<file path="config.mk">
export PLATFORM = sky130hd
export DESIGN_NAME = tc_bus_arbiter
export DESIGN_NICKNAME = d
export VERILOG_FILES = /design/src/rtl/tc_bus_arbiter.sv
export SDC_FILE = /design/constraint.sdc
export NUM_CORES = 1
export LEC_CHECK = 0
export CORE_MARGIN = 3
export CORE_UTILIZATION = 41
export CTS_CLUSTER_DIAMETER = 40
export DETAILED_ROUTE_END_ITERATION = 16
export MAX_ROUTING_LAYER = met4
export PLACE_DENSITY_LB_ADDON = 0.05
export SLEW_MARGIN = 20
export SYNTH_ARGS = -nofsm -noshare
export SYNTH_HDL_FRONTEND = slang
export SYNTH_SLANG_ARGS = --single-unit
</file>
<file path="constraint.sdc">
create_clock -name clk -period 1.8 [get_ports clk]
set_input_delay 0.54 -clock clk [delete_from_list [all_inputs] [get_ports clk]]
set_output_delay 0.54 -clock clk [all_outputs]
set_load 0.02 [all_outputs]
</file>
<file path="src/rtl/tc_bus_arbiter.sv">
// Two-master arbiter and access sequencer for the timer/counter register port.
// Master 0 is the CPU bridge and master 1 is a secondary agent (debug/DMA).
// Accesses are serialised round-robin onto the timer port. Each access takes
// IDLE (grant) -> ACCESS (timer strobe) -> DONE (completion pulse).
// All outputs come directly from flops.
//
// state  | meaning
// -------+------------------------------------------------------------
// IDLE   | waiting for a request; a grant latches address, data and we
// ACCESS | timer strobe cycle; read data is captured at the closing edge
// DONE   | completion pulse to the granted master, with err if blocked
module tc_bus_arbiter #(
    parameter bit M1_CTRL_WR_EN = 1'b0,
    parameter bit RST_LAST      = 1'b1
) (
    input  logic        clk,
    input  logic        rst,
    input  logic        m0_req,
    input  logic        m0_we,
    input  logic [1:0]  m0_addr,
    input  logic [31:0] m0_wdata,
    output logic        m0_done,
    output logic [31:0] m0_rdata,
    output logic        m0_err,
    input  logic        m1_req,
    input  logic        m1_we,
    input  logic [1:0]  m1_addr,
    input  logic [31:0] m1_wdata,
    output logic        m1_done,
    output logic [31:0] m1_rdata,
    output logic        m1_err,
    output logic        tc_we,
    output logic [1:0]  tc_addr,
    output logic [31:0] tc_wdata,
    input  logic [31:0] tc_rdata,
    output logic        busy,
    output logic        gnt_id
);

    typedef enum logic [1:0] {
        IDLE   = 2'd0,
        ACCESS = 2'd1,
        DONE   = 2'd2
    } state_t;

    state_t      state_q;
    logic        last_q;
    logic        gnt_q;
    logic        we_q;
    logic        blk_q;
    logic        busy_q;
    logic        tc_we_q;
    logic [1:0]  tc_addr_q;
    logic [31:0] tc_wdata_q;
    logic        m0_done_q;
    logic [31:0] m0_rdata_q;
    logic        m1_done_q;
    logic [31:0] m1_rdata_q;
    logic        m1_err_q;

    logic        gnt_d;
    logic        sel_we_d;
    logic [1:0]  sel_addr_d;
    logic [31:0] sel_wdata_d;
    logic        blk_d;

    // Grant decision and selected master's fields; only used in IDLE.
    always_comb begin
        gnt_d = m1_req;
        if (m0_req && m1_req) begin
            gnt_d = ~last_q;
        end
        sel_we_d    = gnt_d ? m1_we    : m0_we;
        sel_addr_d  = gnt_d ? m1_addr  : m0_addr;
        sel_wdata_d = gnt_d ? m1_wdata : m0_wdata;
        blk_d       = gnt_d && m1_we && (m1_addr == 2'b00) && (M1_CTRL_WR_EN == 1'b0);
    end

    // Sequencer FSM; reset aborts any access in flight, dropping tc_we at once.
    always_ff @(posedge clk or negedge rst) begin
        if (!rst) begin
            state_q    <= IDLE;
            last_q     <= RST_LAST;
            gnt_q      <= 1'b0;
            we_q       <= 1'b0;
            blk_q      <= 1'b0;
            busy_q     <= 1'b0;
            tc_we_q    <= 1'b0;
            tc_addr_q  <= 2'b00;
            tc_wdata_q <= 32'h0;
            m0_done_q  <= 1'b0;
            m0_rdata_q <= 32'h0;
            m1_done_q  <= 1'b0;
            m1_rdata_q <= 32'h0;
            m1_err_q   <= 1'b0;
        end else begin
            case (state_q)
                IDLE: begin
                    if (m0_req || m1_req) begin
                        gnt_q      <= gnt_d;
                        last_q     <= gnt_d;
                        tc_addr_q  <= sel_addr_d;
                        tc_wdata_q <= sel_wdata_d;
                        tc_we_q    <= sel_we_d && !blk_d;
                        we_q       <= sel_we_d;
                        blk_q      <= blk_d;
                        busy_q     <= 1'b1;
                        state_q    <= ACCESS;
                    end
                end
                ACCESS: begin
                    tc_we_q <= 1'b0;
                    // Writes (including blocked ones) leave rdata untouched.
                    if (!we_q) begin
                        if (gnt_q) begin
                            m1_rdata_q <= tc_rdata;
                        end else begin
                            m0_rdata_q <= tc_rdata;
                        end
                    end
                    if (gnt_q) begin
                        m1_done_q <= 1'b1;
                        m1_err_q  <= blk_q;
                    end else begin
                        m0_done_q <= 1'b1;
                    end
                    state_q <= DONE;
                end
                DONE: begin
                    m0_done_q <= 1'b0;
                    m1_done_q <= 1'b0;
                    m1_err_q  <= 1'b0;
                    busy_q    <= 1'b0;
                    state_q   <= IDLE;
                end
                default: begin
                    tc_we_q   <= 1'b0;
                    m0_done_q <= 1'b0;
                    m1_done_q <= 1'b0;
                    m1_err_q  <= 1'b0;
                    busy_q    <= 1'b0;
                    state_q   <= IDLE;
                end
            endcase
        end
    end

    // Master 0 can never be blocked, so its error flag is tied off.
    assign m0_err   = 1'b0;
    assign m0_done  = m0_done_q;
    assign m0_rdata = m0_rdata_q;
    assign m1_done  = m1_done_q;
    assign m1_rdata = m1_rdata_q;
    assign m1_err   = m1_err_q;
    assign tc_we    = tc_we_q;
    assign tc_addr  = tc_addr_q;
    assign tc_wdata = tc_wdata_q;
    assign busy     = busy_q;
    assign gnt_id   = gnt_q;

endmodule
</file>
# Word level (Yosys, flattened, before mapping)
# Index checks and enable logic that the tools add are counted.
[word_totals]
reg_bits = 109
inputBits = 106
out_inout_bits = 105
elab_cells = 56
[classes]
n_eq_ne = 5
muxes = 16
n_bitwise = 6
reduce_logical = 15
[op_table]
columns = ["cell", "n"]
rows = [
  ["$mux W32", 1],
  ["$pmux W1 S2", 5],
  ["$reduce_and A2 Y1", 5],
  ["$mux W1", 7],
  ["$ne A2 B2 Y1 const B", 3],
  ["$not A1 Y1", 6],
  ["$reduce_and A3 Y1", 2],
  ["$logic_and A1 B1 Y1", 4],
  ["$logic_not A2 Y1", 2],
  ["$mux W2", 2],
  ["$pmux W2 S2", 1],
  ["$eq A2 B1 Y1 const B", 1],
  ["$eq A2 B2 Y1 const B", 1],
  ["$logic_not A1 Y1", 1],
  ["$logic_or A1 B1 Y1", 1],
]

# Longest topological paths before layout
[logic_depth]
depth_word = 8
ltp_mapped = 6
ltp_nobuf = 4

# Least setup slack after synthesis
# OpenSTA, ideal clock, no wires.
[synth_path]
kind = "input-to-reg"
from = "input m1_req"
to = "register tc_addr_q[1], in the netlist tc_addr[1]"
setup_time_ps = 125
t_arrival_ps = 1599
required_ps = 1675
setup_slack_ps = 76
path_stages = 5
n_path_buf = 2
cell_sequence = "a21boi_1 > buf_6 > buf_6 > mux2_2 > mux2_2"
[synth_via]
elab_chain_cells = 3
elab_cells_between_ends = 5
cone_classes = "2 x mux; 3 x reduce/logical"
[synth_lines]
columns = ["item", "line_no", "text"]
rows = [
  ["start: declaration", "25", "input logic m1_req,"],
  ["$logic_and A1 B1 Y1", "70", "if (m0_req && m1_req) begin"],
  ["$mux W1", "70", ""],
  ["$mux W2", "74", "sel_addr_d = gnt_d ? m1_addr : m0_addr;"],
  ["end signal: assignment", "102", "tc_addr_q <= sel_addr_d;"],
  ["end: declaration", "53", "logic [1:0] tc_addr_q;"],
]
# Several ways; a longest one is shown, not always the timed one.
# A chain may end at the register's enable or synchronous reset.

# Worst setup path after layout
[layout_path]
from = "register gnt_q, in the netlist gnt_id"
to = "output gnt_id"
[layout_rtl]
columns = ["item", "line_no", "text"]
rows = [
  ["start: declaration", "48", "logic gnt_q;"],
  ["start signal: assignment", "100", "gnt_q <= gnt_d;"],
  ["end: declaration", "37", "output logic gnt_id"],
]
# No word-level cell between the ends.

==> flow_summary.ini <==
[run_status]
status = complete, no violations

[synth]
synth-seq-cells = 109
syn_nets = 398
synth_common_cells = 130 x mux2_2, 108 x dfrtp_1, 10 x buf_6
synth_cell_types = 25
netlist_area_um2 = 4580
ys.flop_type = dfrtp_1
async_reset_ff_frac = 1.00
synth_top_area_cell = dfrtp_1
synth-edff-count = 0
synth.most_common_cell = mux2_2
synth_top_area_share = 0.590
yosysWarnings = 0
seq_area_frac_synth = 0.596
yosys-top-cells-area = dfrtp_1 59%, mux2_2 32%, buf_6 2.5%
avgSynthCellArea_um2 = 15.7
synthCells = 292

[cts]
cts_buffers = 9
cts_tree = yes
worstSkewPairLatency_ns = 0.38
cts-hold-fix-buffers = 0
root_buffer = clkbuf_8
htree_levels = 3
path_clk_slew_ns = 0.10
cts_num_sinks = 109
clockBufferDepth = 2

[worst_setup_path]
path_class = flip-flop to primary output
cp-start-kind = flip-flop
r2r_end = tc_wdata[29]
r2r_cells = 5
r2r_slack_ns = 0.13
critPathMaxFanout = 4
r2r-start = last_q
cpLargestDelayFamily = flip-flops
cp.arrival_ns = 1.17
cpPeakStageDelay_ns = 0.45
cpMaxStageDelayCell = dfrtp_1
cp.buffers_inverters = 1
end_kind = primary output
path_cells = clkdlybuf4s15_1
cp.depth = 1
required_ns = 1.26

[sta]
layout_min_cycle_time_ns = 1.71
period_share = 0.950
worst_pin_slew_ns = 0.613
drv_slew = 0
worst_slack_ns = 0.0894
setup_viol = 0
hold_viol = 0
maxSlewHeadroom = 0.591
rsz0062_at_grt = no
max_clock_freq_mhz = 585
final.setup.tns_ns = 0
fin_skew_ns = 0.0173

[drt]
drt_wl_total_um = 11200
drtIter0Drc = 138
postRouteAntennaNets = 0
vias = 3199
via_per_inst = 4.85
remaining_drc_errors = 0
firstDrtPassIters = 4
wl_per_cell_um = 17.0

[job]
max_cap_violations = 0

[pwr]
total_power_w = 0.0119
p_leak_nw = 3.17
peakVddDrop_mv = 0.864
powerDensity_nw_per_um2 = 1670

[floorplan]
rows = 37
initial_core_util = 0.432
die_y_um = 112
coreArea_um2 = 10600
boundaryPins = 211
dieWidth_um = 112
dieArea_um2 = 12500

[layout]
drive_above_1_share = 0.331
design_area_um2 = 7100
nNetsFinal = 624
fill_cells = 873
area_delta_synth_final_pct = 55.0
instances_no_fill = 659
antennaDiodeCount = 0

[global_route]
grt_use_total = 0.180
overflow = 0
grt_pass1_vias = 3424
antenna_found_initial = 0
grt_max_degree = 110
grt_pass1_wl_um = 17600

[hold_path]
hp-class = input pin to asynchronous set/reset pin

[placed_design]
pre_cts_ws_ns = -0.411
dp_cells = 638
place_area_um2 = 6910
place_congestion = 0.720
port_buffers = 209
post-dp-hpwl_um = 8020
==> routing by layer <==
metal  GRT usage  wire, um
met3      0.0467       794
met5           -         0
met4      0.0633       146
met1       0.211      4680
met2       0.302      5600
==> power breakdown <==
part           switching, W  internal [W]  leakage [nW]  total, W
registers          0.000598       0.00369          1.30   0.00429
clock network      0.000894      0.000582         0.103   0.00148
logic               0.00307       0.00303          1.77   0.00610
==> sequential cells by signal (all words and copies together) (netlist names) <==
| name | flops |
|---|---|
| m1_err | 1 |
| busy | 1 |
| tc_we | 1 |
| tc_addr | 2 |
| m0_done | 1 |
| m1_rdata | 32 |
| gnt_id | 1 |
| we_q | 1 |
| tc_wdata | 32 |
| m1_done | 1 |
| state_q | 2 |
| last_q | 1 |
| m0_rdata | 32 |
| blk_q | 1 |
==> layout make-up <==
cell class | instances | area [um2] | share of cell area
timing repair buffer | 230 | 2280 | 0.321
clock inverter | 6 | 60.1 | 0.00846
clock buffer | 10 | 138 | 0.0194
inverter | 4 | 15.0 | 0.00212
tap | 136 | 170 | 0.0240
multi-input combinational | 164 | 1710 | 0.240
sequential | 109 | 2730 | 0.385
==> per-stage QoR <==
| stage | utilization | hold WS, ns |
|---|---|---|
| floorplan | - | 0.244 |
| global placement | 0.652 | 0.469 |
| detailed placement | 0.652 | 0.489 |
| CTS | 0.659 | 0.253 |
| global route | 0.669 | 0.264 |
| finish | 0.669 | 0.196 |
==> repair_timing <==
item | CTS | global route
pin swaps | 0 | 1
resized for setup | 105 | 3
gates cloned | 0 | 4
hold endpoints to repair | 0 | 0
endpoints found under the setup margin | 105 | 29
setup buffers | 0 | 1
==> cell families (layout without fill, tap and decap cells) <==
group,Yosys count,in the layout,synth area share
flops,109,109,0.596
compound gates,13,13,0.0164
buf+inv,19,250,0.0350
simple gates,16,16,0.0224
other cells,1,1,0.000819
mux,134,134,0.330
==> worst max-delay path by stage <==
stage / start / to / slack, ns
3_3_place_gp: m1_req / tc_wdata[25] / -0.38
5_1_grt: gnt_id / gnt_id / 0.001
3_5_place_dp: m1_req / tc_wdata[27] / -0.41
6_report: gnt_id / gnt_id / 0.09
4_1_cts: m1_req / tc_wdata[30] / -0.0008
2_1_floorplan: m1_req / tc_addr[1] / 0.08
==> layout by cell type (no fill, tap or decap), drive strengths merged, types with 4 or more instances in the layout <==
master	count
nand2	4
dfrtp	108
clkdlybuf4s50	102
nor2	5
buf	19
inv	8
dlygate4sd2	103
mux2	134
a21oi	4
clkbuf	13
o21ai	5
Power figures use the tool's default switching activity.
